===== src/rtl/if_prefetch_pkg.sv =====
// rtl/if_prefetch_pkg.sv - shared widths, constants and anomaly rule for the fetch stage
package if_prefetch_pkg;

    localparam int          INST_WIDTH       = 32;
    localparam int          SYS_ADDR_SPACE   = 32;
    localparam logic [31:0] INST_NOP         = 32'h0000_0013;
    localparam logic [31:0] RESET_PC_DEFAULT = 32'h0000_0000;

    // Only 32-bit encodings at word-aligned addresses that fetched cleanly are trusted.
    function automatic logic is_anomaly(input logic [1:0] inst_lo,
                                        input logic [1:0] pc_lo,
                                        input logic       bus_err);
        return (inst_lo != 2'b11) || (pc_lo != 2'b00) || bus_err;
    endfunction

endpackage


===== src/rtl/if_prefetch_if.sv =====
// rtl/if_prefetch_if.sv - request/response instruction memory port
interface if_prefetch_if #(
    parameter int ADDR_W = 32,
    parameter int INST_W = 32
);
    logic              mem_req;
    logic [ADDR_W-1:0] mem_addr;
    logic              mem_gnt;
    logic              mem_rvalid;
    logic [INST_W-1:0] mem_rdata;
    logic              mem_err;

    modport master (
        output mem_req, mem_addr,
        input  mem_gnt, mem_rvalid, mem_rdata, mem_err
    );

    modport slave (
        input  mem_req, mem_addr,
        output mem_gnt, mem_rvalid, mem_rdata, mem_err
    );
endinterface


===== src/rtl/if_prefetch_fetch_fifo.sv =====
// rtl/if_prefetch_fetch_fifo.sv - synchronous FIFO with flush, occupancy count and registered head
module if_prefetch_fetch_fifo #(
    parameter  int WIDTH = 8,
    parameter  int DEPTH = 4,
    localparam int CNT_W = $clog2(DEPTH + 1)
) (
    input  logic             clk,
    input  logic             rst,
    input  logic             push,
    input  logic [WIDTH-1:0] push_data,
    input  logic             pop,
    input  logic             flush,
    output logic             full,
    output logic             empty,
    output logic [CNT_W-1:0] count,
    output logic [WIDTH-1:0] head
);
    localparam int PTR_W = (DEPTH > 1) ? $clog2(DEPTH) : 1;

    logic [WIDTH-1:0] mem [DEPTH];
    logic [PTR_W-1:0] rd_ptr;
    logic [PTR_W-1:0] wr_ptr;
    logic             do_push;
    logic             do_pop;

    function automatic logic [PTR_W-1:0] next_ptr(input logic [PTR_W-1:0] p);
        return (p == PTR_W'(DEPTH - 1)) ? '0 : p + PTR_W'(1);
    endfunction

    assign full    = (count == CNT_W'(DEPTH));
    assign empty   = (count == '0);
    assign do_push = push && !full;
    assign do_pop  = pop && !empty;
    assign head    = mem[rd_ptr];

    always_ff @(posedge clk) begin
        if (rst || flush) begin
            rd_ptr <= '0;
            wr_ptr <= '0;
            count  <= '0;
        end else begin
            if (do_push) wr_ptr <= next_ptr(wr_ptr);
            if (do_pop)  rd_ptr <= next_ptr(rd_ptr);
            count <= count + CNT_W'(do_push) - CNT_W'(do_pop);
        end
    end

    always_ff @(posedge clk) begin
        if (!rst && !flush && do_push) mem[wr_ptr] <= push_data;
    end

endmodule


===== src/rtl/if_prefetch.sv =====
// rtl/if_prefetch.sv - instruction fetch stage with in-order prefetch queue and redirect flush
module if_prefetch
    import if_prefetch_pkg::*;
#(
    parameter int                ADDR_W          = SYS_ADDR_SPACE,
    parameter int                INST_W          = INST_WIDTH,
    parameter int                DEPTH           = 4,
    parameter int                MAX_OUTSTANDING = 2,
    parameter logic [ADDR_W-1:0] RESET_PC        = ADDR_W'(RESET_PC_DEFAULT)
) (
    input  logic               clk_i,
    input  logic               rst_i,
    input  logic               stall_i,
    input  logic               pc_we_i,
    input  logic [ADDR_W-1:0]  pc_i,
    if_prefetch_if.master      mem,
    output logic               valid_o,
    output logic [INST_W-1:0]  inst_o,
    output logic [ADDR_W-1:0]  pc_o,
    output logic               anomaly_o
);
    localparam int OW      = $clog2(MAX_OUTSTANDING + 1);
    localparam int QCW     = $clog2(DEPTH + 1);
    localparam int ENTRY_W = ADDR_W + INST_W + 1;

    logic [ADDR_W-1:0]  fetch_pc;
    logic [OW-1:0]      drop_cnt;
    logic [OW-1:0]      outstanding;
    logic               a_full;
    logic               a_empty;
    logic [ADDR_W-1:0]  a_head;

    logic               q_full;
    logic               q_empty;
    logic [QCW-1:0]     q_count;
    logic [ENTRY_W-1:0] q_head;
    logic [ADDR_W-1:0]  head_pc;
    logic [INST_W-1:0]  head_inst;
    logic               head_err;

    logic               grant;
    logic               resp;
    logic               q_push;
    logic               q_pop;
    logic               credit_ok;

    // Credits count buffered entries plus responses that will still be kept.
    assign credit_ok = (32'(q_count) + 32'(outstanding) - 32'(drop_cnt)) < 32'(DEPTH);

    assign mem.mem_req  = !rst_i && !pc_we_i && !a_full && credit_ok;
    assign mem.mem_addr = fetch_pc;
    assign grant        = mem.mem_req && mem.mem_gnt;
    assign resp         = mem.mem_rvalid;

    assign q_push = resp && (drop_cnt == '0) && !pc_we_i;
    assign {head_pc, head_inst, head_err} = q_head;

    assign valid_o   = !q_empty && !pc_we_i;
    assign q_pop     = valid_o && !stall_i;
    assign inst_o    = q_empty ? INST_W'(INST_NOP) : head_inst;
    assign pc_o      = q_empty ? fetch_pc : head_pc;
    assign anomaly_o = valid_o && is_anomaly(head_inst[1:0], head_pc[1:0], head_err);

    // Address queue survives redirects: dropped responses still retire their entry.
    if_prefetch_fetch_fifo #(
        .WIDTH (ADDR_W),
        .DEPTH (MAX_OUTSTANDING)
    ) u_addr_q (
        .clk       (clk_i),
        .rst       (rst_i),
        .push      (grant),
        .push_data (fetch_pc),
        .pop       (resp),
        .flush     (1'b0),
        .full      (a_full),
        .empty     (a_empty),
        .count     (outstanding),
        .head      (a_head)
    );

    if_prefetch_fetch_fifo #(
        .WIDTH (ENTRY_W),
        .DEPTH (DEPTH)
    ) u_inst_q (
        .clk       (clk_i),
        .rst       (rst_i),
        .push      (q_push),
        .push_data ({a_head, mem.mem_rdata, mem.mem_err}),
        .pop       (q_pop),
        .flush     (pc_we_i),
        .full      (q_full),
        .empty     (q_empty),
        .count     (q_count),
        .head      (q_head)
    );

    always_ff @(posedge clk_i) begin
        if (rst_i) begin
            fetch_pc <= RESET_PC;
            drop_cnt <= '0;
        end else if (pc_we_i) begin
            fetch_pc <= pc_i;
            drop_cnt <= outstanding - OW'(resp);
        end else begin
            if (grant)                     fetch_pc <= fetch_pc + ADDR_W'(4);
            if (resp && (drop_cnt != '0))  drop_cnt <= drop_cnt - OW'(1);
        end
    end

    always_ff @(posedge clk_i) begin
        if (!rst_i) begin
            assert (!(q_push && q_full));
            assert (!(resp && a_empty));
        end
    end

endmodule


===== src/flat_wrapper.sv =====
// flat-port wrapper written by rule: the top's interface ports become plain ports
module if_prefetch_flat import if_prefetch_pkg::*;
#(
    parameter int                ADDR_W          = SYS_ADDR_SPACE,
    parameter int                INST_W          = INST_WIDTH,
    parameter int                DEPTH           = 4,
    parameter int                MAX_OUTSTANDING = 2,
    parameter logic [ADDR_W-1:0] RESET_PC        = ADDR_W'(RESET_PC_DEFAULT)
)
  (clk_i, rst_i, stall_i, pc_we_i, pc_i, valid_o, inst_o, pc_o, anomaly_o, mem_mem_req, mem_mem_addr, mem_mem_gnt, mem_mem_rvalid, mem_mem_rdata, mem_mem_err);
  if_prefetch_if #(.ADDR_W(ADDR_W), .INST_W(INST_W)) mem_i ();
  input  logic clk_i;
  input  logic rst_i;
  input  logic stall_i;
  input  logic pc_we_i;
  input  logic [ADDR_W-1:0] pc_i;
  output logic valid_o;
  output logic [INST_W-1:0] inst_o;
  output logic [ADDR_W-1:0] pc_o;
  output logic anomaly_o;
  output wire logic [$bits(mem_i.mem_req)-1:0] mem_mem_req;
  output wire logic [$bits(mem_i.mem_addr)-1:0] mem_mem_addr;
  input wire logic [$bits(mem_i.mem_gnt)-1:0] mem_mem_gnt;
  input wire logic [$bits(mem_i.mem_rvalid)-1:0] mem_mem_rvalid;
  input wire logic [$bits(mem_i.mem_rdata)-1:0] mem_mem_rdata;
  input wire logic [$bits(mem_i.mem_err)-1:0] mem_mem_err;
  assign mem_mem_req = mem_i.mem_req;
  assign mem_mem_addr = mem_i.mem_addr;
  assign mem_i.mem_gnt = mem_mem_gnt;
  assign mem_i.mem_rvalid = mem_mem_rvalid;
  assign mem_i.mem_rdata = mem_mem_rdata;
  assign mem_i.mem_err = mem_mem_err;
  if_prefetch #(.ADDR_W(ADDR_W), .INST_W(INST_W), .DEPTH(DEPTH), .MAX_OUTSTANDING(MAX_OUTSTANDING), .RESET_PC(RESET_PC)) u_core (.clk_i(clk_i), .rst_i(rst_i), .stall_i(stall_i), .pc_we_i(pc_we_i), .pc_i(pc_i), .mem(mem_i), .valid_o(valid_o), .inst_o(inst_o), .pc_o(pc_o), .anomaly_o(anomaly_o));
endmodule

===== config.mk =====
export PLATFORM = sky130hd
export DESIGN_NAME = if_prefetch_flat
export DESIGN_NICKNAME = d
export VERILOG_FILES = /design/src/rtl/if_prefetch_pkg.sv /design/src/rtl/if_prefetch_if.sv /design/src/rtl/if_prefetch_fetch_fifo.sv /design/src/rtl/if_prefetch.sv /design/src/flat_wrapper.sv
export SDC_FILE = /design/constraint.sdc
export NUM_CORES = 1
export LEC_CHECK = 0
export ABC_AREA = 1
export BUFFER_PORTS_ARGS = -buffer_cell sky130_fd_sc_hd__buf_4
export CAP_MARGIN = 0
export CORE_MARGIN = 1.5
export CORE_UTILIZATION = 45
export CTS_CLUSTER_SIZE = 30
export DETAILED_ROUTE_END_ITERATION = 7
export SKIP_CTS_REPAIR_TIMING = 1
export SLEW_MARGIN = 5
export SYNTH_ARGS = -nofsm -noshare
export SYNTH_HDL_FRONTEND = slang
export SYNTH_HIERARCHICAL = 1
export SYNTH_SLANG_ARGS = --single-unit

===== constraint.sdc =====
create_clock -name clk_i -period 6 [get_ports clk_i]
set_input_delay 0.6 -clock clk_i [delete_from_list [all_inputs] [get_ports clk_i]]
set_output_delay 0.6 -clock clk_i [all_outputs]
set_load 0.01 [all_outputs]

==> results of run 1 <==
==> final cells by class <==
type                    count  share of cell area [%]
clock buffers              48                    5.46
multi-input cells         915                    25.6
clock inverters            20                    1.12
well taps                 461                    2.99
flip-flops and latches    372                    55.5
repair buffers            187                    7.28
inverters                 106                    2.09
==> stage by stage <==
stage / total power [uW] / cell area [sq um]
floorplan: 3050 / 16500
global placement: 3200 / 18000
detailed placement: 3210 / 18000
CTS: 5600 / 19300
global route: 5740 / 19300
finish: 5550 / 19300
==> how the worst min path moves through the flow <==
stage,endpoint,depth (start not counted),slack (ns),from
2_1_floorplan,u_core/u_addr_q/wr_ptr$_SDFFE_PP0P_,2,0.45,u_core/u_addr_q/wr_ptr$_SDFFE_PP0P_
3_3_place_gp,u_core/u_addr_q/wr_ptr$_SDFFE_PP0P_,2,0.46,u_core/u_addr_q/wr_ptr$_SDFFE_PP0P_
3_5_place_dp,u_core/u_addr_q/wr_ptr$_SDFFE_PP0P_,2,0.48,u_core/u_addr_q/wr_ptr$_SDFFE_PP0P_
4_1_cts,u_core/u_inst_q/mem[1][2]$_DFFE_PP_,1,0.26,mem_mem_rdata[1]
5_1_grt,u_core/u_inst_q/mem[0][2]$_DFFE_PP_,1,0.26,mem_mem_rdata[1]
6_report,u_core/u_inst_q/mem[0][1]$_DFFE_PP_,1,0.28,mem_mem_rdata[0]
==> sequential cells by signal, indices dropped and copies added, names as in the netlist, named ones only <==
signal / flops
u_core/u_addr_q/wr_ptr: 1
u_core/u_addr_q/count: 2
u_core/u_addr_q/rd_ptr: 1
u_core/mem.mem_addr: 32
u_core/u_inst_q/count: 3
u_core/u_inst_q/wr_ptr: 2
u_core/drop_cnt: 2
u_core/u_addr_q/mem: 64
u_core/u_inst_q/mem: 260
u_core/u_inst_q/rd_ptr: 2
==> layout by cell type (no fill, tap or decap), types with 41 or more instances in the layout <==
cell type	instances
edfxtp_1	324
nand2_1	246
nor2_1	244
buf_4	187
o21ai_0	129
inv_1	102
nand3_1	47
dfxtp_1	45
o22ai_1	45
clkbuf_16	41
==> critical path, cell delays in order (launching register included) <==
cell and delay [ns]:
dfxtp_4 0.80, inv_6 0.39, buf_4 0.46, o21ai_1 0.24
o22ai_1 0.12, nor4_1 0.83, nor2_1 0.08, buf_4 0.18
==> power groups by stage <==
stage	Sequential, uW	Clock, uW	Combinational (uW)
after floorplan	2910	0	140
after global placement	2920	0	282
after detailed placement	2920	0	285
after CTS	2870	2450	286
after global routing	2870	2550	314
final	2870	2400	283
==> per-layer routing <==
| layer | vias to the layer above | routed length (um) | global-route usage, % |
|---|---|---|---|
| li1 | 5341 | - | - |
| met4 | 0 | 708 | 5.47 |
| met3 | 48 | 2370 | 3.28 |
| met5 | - | 0 | 0 |
| met1 | 5251 | 17700 | 28.7 |
| met2 | 361 | 18500 | 34.1 |
==> summary.md, run 1 <==
| Metric | Value |
|---|---|
| I/O pin total | `170` |
| Reg power frac | `roughly 52%` |
| Starting Density | `a little under half` |
| Placed cells | `about 2,000` |
| Final min period | `approximately 4.3 ns` |
| Routed vias | `11,001` |
| Layout cells sized above 1 | `a little over a fifth` |
| Non-Filler Instances | `about 2,100` |
| Crit-path max FO | `74` |
| Clk pwr share | `a little over two fifths` |
| Setup Viol. Count Final | `0` |
| DR vias/cell | `5.22` |
| Status | `finished, final reports clean` |
| Vias in the first global route | `roughly 11,000` |
| Root Buffer | `clkbuf_16` |
| Post-Syn Instances | `~1,500` |
| Number of diodes | `0` |
| Num CTS Buffers | `40` |
| DP HPWL | `roughly 24,000 um` |
| Syn Area/Cell | `about 11 sq um` |
| Synth Warn # | `6` |
| Leak | `0.00712 uW` |
| Row count | `between 60 and 70` |
| Pin count of the biggest net entering global routing | `75` |
| GRT Total Usage | `around a fifth` |
| Final worst path period share | `between 70 and 80%` |
| Reg2reg setup slack | `roughly 2.8 ns` |
| Die extent in x | `194 um` |
| Deepest clock path buffer count | `3` |
| Max-cap violations | `0` |
| Total wire length | `39,300 um` |
| Area growth from synthesis to layout | `16.9%` |
| FMAX | `231 MHz` |
| Net Count, Synth | `about 1,600` |
| GPL Wtd Cong | `0.893` |
| CORE AREA | `between 30,000 and 40,000 sq um` |
| Final worst slack | `1.66 ns` |
| DP Worst Slack | `about 2.3 ns` |
| Sw Share | `between 20% and 30%` |
| Worst skew pair latency | `0.51 ns` |
| Core Util, Final | `between 50% and 60%` |
| CP Data Required Time | `around 5.4 ns` |
| Die ar. | `37,800 sq um` |
| Comb pwr share | `between 5 and 6%` |
| Grt ovf | `0` |
| Final clock skew | `just over 0.01 ns` |
| Unrepaired setup endpoints after global routing | `false` |
| CP endpoint | `anomaly_o` |
| Final Hold Fails | `0` |
| Area of the multi-input gates | `around 5000 sq um` |
| Number of filler cells placed in the layout | `between 3,000 and 4,000` |
| Switching power | `between 1000 and 1500 uW` |
| First-pass GRT wire length | `between 60,000 and 70,000 um` |
| WS Path Type | `reg -> out` |
| Die Ht | `approximately 190 um` |
| Crit path capture type | `primary output` |
| Slew Limit Fails | `0` |
| Total area of sequential cells | `roughly 11,000 sq um` |
| Initial antenna violation count | `0` |
| Worst Max-Slew Pin Slew | `approximately 1.1 ns` |
| Clock Sinks | `about 370` |
| Internal | `4400 uW` |
| Max VDD drop | `159 uV` |
| Iteration-0 DRC Markers | `700` |
| Clock slew seen by the registers of the worst setup and hold paths | `~0.060 ns` |
| Critical R2R Launch | `u_core/u_addr_q/count[1]$_SDFF_PP0_` |
| I/O Buffers | `between 150 and 200` |
| R2r worst-path depth | `19` |
| PD cells | `around 290 nW/um^2` |
| TritonCTS clock tree | `yes` |
| NumNets Final | `approximately 1,700` |
| Final ANT Viol Nets | `0` |
| Setup tns final | `0 ns` |
| Post-route DRC | `0` |
| Wire length per cell | `roughly 19 um` |
| Min-Delay Path Class | `in -> reg` |
| Worst Path Arrival | `roughly 3.7 ns` |
| Worst slew margin | `30.0%` |
| Reg-to-Reg End | `u_core/u_addr_q/count[1]$_SDFF_PP0_` |
| Post-Syn Area | `between 15,000 and 20,000 sq um` |
| First drt pass iteration count | `5` |
| Critical Path Start Type | `flip-flop` |
| CTS H-tree depth | `2` |
| WHS | `around 0.28 ns` |
Note: power is estimated with default switching activity, not from simulation.
==> inputs of run 2 (changes only) <==
==> constraint.sdc (replaced) <==
create_clock -name clk_i -period 4.3 [get_ports clk_i]
set_input_delay 0.43 -clock clk_i [delete_from_list [all_inputs] [get_ports clk_i]]
set_output_delay 0.43 -clock clk_i [all_outputs]
set_load 0.01 [all_outputs]
==> run 2 against run 1 <==
- design area about the same
- sequential power increased by 39%
- cell count increased by 0.14%
- setup slack got worse by 0.64 ns
- clock-buffer cell count increased by 7
- first-iteration DRC count increased by 9.7%
- clock skew increased by 0.0061 ns
- power increased by 34%
- die area unchanged
- hold slack got worse by 0.18 ns
- flip-flop and latch count unchanged
- highest routed layer unchanged
==> summary.md, run 2 (synthesis results as in run 1) <==
| Metric | Value |
|---|---|
| DP HPWL | `around 24,000 um` |
| Die extent in x | `slightly below 200 um` |
| Crit path buf inv count | `4` |
| WHS | `about 0.11 ns` |
| Final Hold Fails | `0` |
| Slowest stage delay, CP | `between 0.4 and 0.5 ns` |
| Number of diodes | `0` |
| Setup Viol. Count Final | `0` |
| Placed cells | `roughly 2,000` |
| Area growth from synthesis to layout | `16.8%` |
| PD cells | `between 300 and 400 nW/um^2` |
| Die ar. | `roughly 38,000 sq um` |
| NumNets Final | `between 1,500 and 2,000` |
| Critical path, cell by cell | `nor2_1 -> nand2_1 -> inv_2 -> clkinv_1 -> buf_4 -> o21ai_0 -> buf_4` |
| Biggest register | `u_core/u_inst_q/mem` |
| GRT Total Usage | `about a fifth` |
| Critical Path Start Type | `flip-flop` |
| First-pass GRT wire length | `approximately 60,000 um` |
| Deepest clock path buffer count | `3` |
| Die Ht | `194 um` |
| Crit-path max FO | `42` |
| Worst Path Arrival | `approximately 2.8 ns` |
| DR vias/cell | `a little over 5` |
| Vias in the first global route | `10,640` |
| I/O Buffers | `between 150 and 200` |
| Non-Filler Instances | `2,112` |
| Num CTS Buffers | `39` |
| Unrepaired setup endpoints after global routing | `false` |
| Max VDD drop | `215 uV` |
| Iteration-0 DRC Markers | `between 700 and 800` |
| Worst skew pair latency | `0.52 ns` |
| Pin count of the biggest net entering global routing | `roughly 130` |
| Final ANT Viol Nets | `0` |
| I/O pin total | `170` |
| First drt pass iteration count | `6` |
| Initial antenna violation count | `0` |
| Worst Max-Slew Pin Slew | `approximately 0.97 ns` |
| Max-cap violations | `0` |
| Grt ovf | `0` |
| CTS H-tree depth | `2` |
| Min-Delay Path Class | `in -> reg` |
| TritonCTS clock tree | `yes` |
| Commonest non-fill, non-tap cell in the layout | `edfxtp_1` |
| Slew Limit Fails | `0` |
| CP Data Required Time | `roughly 3.9 ns` |
| DP Worst Slack | `around 1.1 ns` |
| Final worst path period share | `approximately three quarters` |
| Worst slew margin | `35.2%` |
| CP max stage cell | `clkinv_1` |
| Leak | `0.00711 uW` |
| Total wire length | `between 30,000 and 40,000 um` |
| WS Path Type | `reg -> out` |
| CORE AREA | `about 36,000 sq um` |
| Starting Density | `46.0%` |
| Clock slew seen by the registers of the worst setup and hold paths | `around 0.060 ns` |
| Row count | `between 60 and 70` |
| Crit path capture type | `primary output` |
| Post-route DRC | `0` |
| Most frequent cells in the layout | `edfxtp_1, nand2_1, nor2_1` |
| CP most frequent cell | `buf_4` |
| Max reg flops | `between 200 and 300` |
| Layout cells sized above 1 | `between 20% and 30%` |
| Wire length per cell | `around 18 um` |
| Final worst slack | `between 1 and 1.5 ns` |
| FMAX | `between 300 and 400 MHz` |
| Routed vias | `between 10,000 and 15,000` |
| GPL Wtd Cong | `between 0.8 and 0.9` |
| Root Buffer | `clkbuf_16` |
| Crit-path leading delay family | `buffers and inverters` |
| Final min period | `3.27 ns` |
| Status | `finished, final reports clean` |
| Final clock skew | `between 0.015 and 0.02 ns` |
| Clock Sinks | `between 300 and 400` |
## run 2: layout make-up
type                       count  area, sq um
timing repair buffer         188         1500
clock inverter                15         77.6
multi-input combinational    915         4940
fill                        3128        16600
inverter                     106          403
clock buffer                  55         1070
sequential                   372        10700
tap                          461          577
## run 2: per-layer routing
metal  track usage, %  vias to the layer above  wire, um
met5                0                        -         0
met4             4.98                        0       692
met3             2.59                       44      2420
met2             32.7                      339     17800
met1             29.7                     5233     17900
li1                 -                     5361         -
## run 2: worst paths after layout
check	startpoint	endpoint	slack (ns)	depth (start not counted)
max	u_core/u_inst_q/count[1]$_SDFF_PP0_	pc_o[8]	1.03	7
min	mem_mem_rdata[13]	u_core/u_inst_q/mem[3][14]$_DFFE_PP_	0.11	1
max reg2reg	u_core/u_addr_q/count[1]$_SDFF_PP0_	u_core/u_addr_q/count[1]$_SDFF_PP0_	1.15	19
min reg2reg	u_core/u_addr_q/wr_ptr$_SDFFE_PP0P_	u_core/u_addr_q/wr_ptr$_SDFFE_PP0P_	0.49	2
## run 2: metrics by stage
stage,total power [uW],cell area [sq um],TNS (ns),utilization (%)
finish,7430,19300,0,53.8
global route,7680,19300,0,53.8
CTS,7500,19300,0,53.8
detailed placement,4480,18100,0,50.6
global placement,4470,18100,0,50.6
floorplan,4260,16500,-16.32,-
## run 2: worst reg2reg max path, delay by kind of cell, from the launching register on
family	cells	cell delay [ns]
adder cells (fa/ha/maj)	4	1.27
buffers and inverters	5	0.44
flip-flops	1	0.40
AO/OA/AOI/OAI	1	0.14
AND/OR/NAND/NOR	9	0.78
## run 2: power breakdown
part,internal [uW],total [uW],switching [uW]
Sequential,3940,4000,59.7
Clock,1740,3030,1290
Combinational,172,399,227
Total,5850,7430,1580
==> inputs of run 3 (changes only) <==
==> constraint.sdc (replaced) <==
create_clock -name clk_i -period 3.3 [get_ports clk_i]
set_input_delay 0.33 -clock clk_i [delete_from_list [all_inputs] [get_ports clk_i]]
set_output_delay 0.33 -clock clk_i [all_outputs]
set_load 0.01 [all_outputs]
==> run 3 against run 2 <==
- cell count grew 0.66%
- flip-flop and latch count unchanged
- core utilization is 0.86 points higher
- power increased by 35%
- hold slack got worse by 0.087 ns
- global-route usage up 0.061 points
- combinational power grew 31%
- setup slack got worse by 0.80 ns
- sequential power rose by 30%
- non-clock buffer count up 14
- wire length up 0.24%
- first-iteration DRC count grew 2.3%
- critical path type unchanged
==> summary.md, run 3 (synthesis results as in run 1) <==
| Metric | Value |
|---|---|
| Status | `finished, final reports clean` |
| Worst skew pair latency | `roughly 0.52 ns` |
| Leak | `roughly 0.0072 uW` |
| Biggest register | `u_core/u_inst_q/mem` |
| WS Path Type | `reg -> out` |
| Most frequent cells in the layout | `edfxtp_1, nand2_1, nor2_1` |
| Critical R2R Launch | `u_core/u_addr_q/count[1]$_SDFF_PP0_` |
| Deepest clock path buffer count | `3` |
| TritonCTS clock tree | `yes` |
| Critical path, cell by cell | `buf_4 -> o21ai_0 -> o22ai_2 -> nand2_1 -> nor4_1 -> buf_4 -> nor2_1 -> buf_4` |
| Clock Sinks | `372` |
| DR vias/cell | `5.19` |
| Slowest stage delay, CP | `roughly 0.59 ns` |
| NumNets Final | `between 1,500 and 2,000` |
| Row count | `69` |
| Crit path capture type | `primary output` |
| Number of filler cells placed in the layout | `roughly 3,100` |
| CP Data Required Time | `just under 3 ns` |
| Grt ovf | `0` |
| Unrepaired setup endpoints after global routing | `false` |
| Final clock skew | `~0.013 ns` |
| First-pass GRT wire length | `approximately 60,000 um` |
| I/O Buffers | `between 150 and 200` |
| Max-cap violations | `0` |
| Num CTS Buffers | `40` |
| Clock slew seen by the registers of the worst setup and hold paths | `approximately 0.060 ns` |
| First drt pass iteration count | `7` |
| Hold Crit Start | `mem_mem_rdata[2]` |
| Worst Path Arrival | `roughly 2.7 ns` |
| Critical Path Start Type | `flip-flop` |
| GRT Total Usage | `20.5%` |
| Core Util, Final | `a little over half` |
| Die extent in x | `slightly below 200 um` |
| Worst slew margin | `roughly half` |
| Die Ht | `194 um` |
| FMAX | `326 MHz` |
| Max reg flops | `260` |
| Crit path buf inv count | `3` |
| Root Buffer | `clkbuf_16` |
| Setup tns final | `0 ns` |
| Slew Limit Fails | `0` |
| Number of diodes | `0` |
| Final worst path period share | `about 93%` |
| CTS H-tree depth | `2` |
| Vias in the first global route | `roughly 11,000` |
| Pin count of the biggest net entering global routing | `66` |
| Routed vias | `about 11,000` |
| PD cells | `around 510 nW/um^2` |
| Area growth from synthesis to layout | `18.7%` |
| Wire length per cell | `18.3 um` |
| Max VDD drop | `297 uV` |
| CORE AREA | `between 30,000 and 40,000 sq um` |
| CP max stage cell | `dfxtp_4` |
| Iteration-0 DRC Markers | `786` |
| I/O pin total | `170` |
| Final min period | `3.07 ns` |
| GPL Wtd Cong | `0.841` |
| Final ANT Viol Nets | `0` |
| Crit-path leading delay family | `buffers and inverters` |
| Worst Max-Slew Pin Slew | `about 0.76 ns` |
| Setup Viol. Count Final | `0` |
| Final instance area | `approximately 20,000 sq um` |
| Commonest non-fill, non-tap cell in the layout | `edfxtp_1` |
| DP HPWL | `~25,000 um` |
| Crit-path max FO | `42` |
| CP most frequent cell | `buf_4` |
| Layout cells sized above 1 | `21.6%` |
| Total wire length | `between 30,000 and 40,000 um` |
| Placed cells | `roughly 2,100` |
| Initial antenna violation count | `0` |
| Non-Filler Instances | `between 2,000 and 2,500` |
| Final Hold Fails | `0` |
| Die ar. | `37,800 sq um` |
| Starting Density | `between 40% and 50%` |
| DP Area | `roughly 18,000 sq um` |
| Min-Delay Path Class | `in -> reg` |
| Post-route DRC | `0` |
run 3: final timing paths:
check | end | slack (ns) | cells past startpoint
worst min register to register | u_core/u_addr_q/wr_ptr$_SDFFE_PP0P_ | 0.48 | 2
worst max-delay path | anomaly_o | 0.23 | 8
worst max register to register | u_core/u_addr_q/count[1]$_SDFF_PP0_ | 0.26 | 18
worst min-delay path | u_core/u_inst_q/mem[3][3]$_DFFE_PP_ | 0.02 | 1
run 3: final cells by class:
| class | count | area (sq um) | area share [%] |
|---|---|---|---|
| Multi-Input combinational cell | 915 | 4940 | 25.2 |
| Inverter | 106 | 403 | 2.06 |
| Clock inverter | 11 | 133 | 0.678 |
| Timing Repair Buffer | 202 | 1700 | 8.68 |
| Clock buffer | 59 | 1120 | 5.74 |
| Tap cell | 461 | 577 | 2.95 |
| Sequential cell | 372 | 10700 | 54.7 |
run 3: per-layer routing:
metal / part of all wire (%) / global-route usage (%) / wire length, um / vias to the layer above
met5: 0 / 0 / 0 / -
li1: - / - / - / 5390
met3: 5.2 / 3.02 / 2030 / 46
met1: 46 / 28.8 / 18000 / 5302
met4: 1.2 / 4.20 / 477 / 0
met2: 47 / 34.0 / 18300 / 304
run 3: worst reg2reg max path, cell delays in order (launching register included):
cell and delay, ns:
dfxtp_1 0.41, inv_1 0.08, fa_1 0.50, inv_1 0.04, ha_1 0.29, nand3_1 0.11, nand2_1 0.08, nand2_1 0.05
nand2_1 0.06, nand2_1 0.10, nor3_1 0.21, nand2_1 0.17, ha_1 0.32, inv_1 0.04, ha_1 0.18, inv_1 0.05
nand2_1 0.06, a21oi_1 0.14, nor2_1 0.05
run 3: power by group:
part	internal (uW)	total (uW)	switching [uW]
combinational	229	524	295
sequential	5140	5220	77.1
clock	2580	4270	1690
run 3: through the flow:
stage | worst slack, ns | total power [uW] | hold slack (ns)
6_report | 0.229 | 10000 | 0.0186
5_1_grt | 0.0213 | 10400 | 0.00202
3_5_place_dp | 0.278 | 5840 | 0.471
4_1_cts | 0.173 | 10100 | -0.00181
3_3_place_gp | 0.325 | 5830 | 0.468
2_1_floorplan | -0.963 | 5550 | 0.429
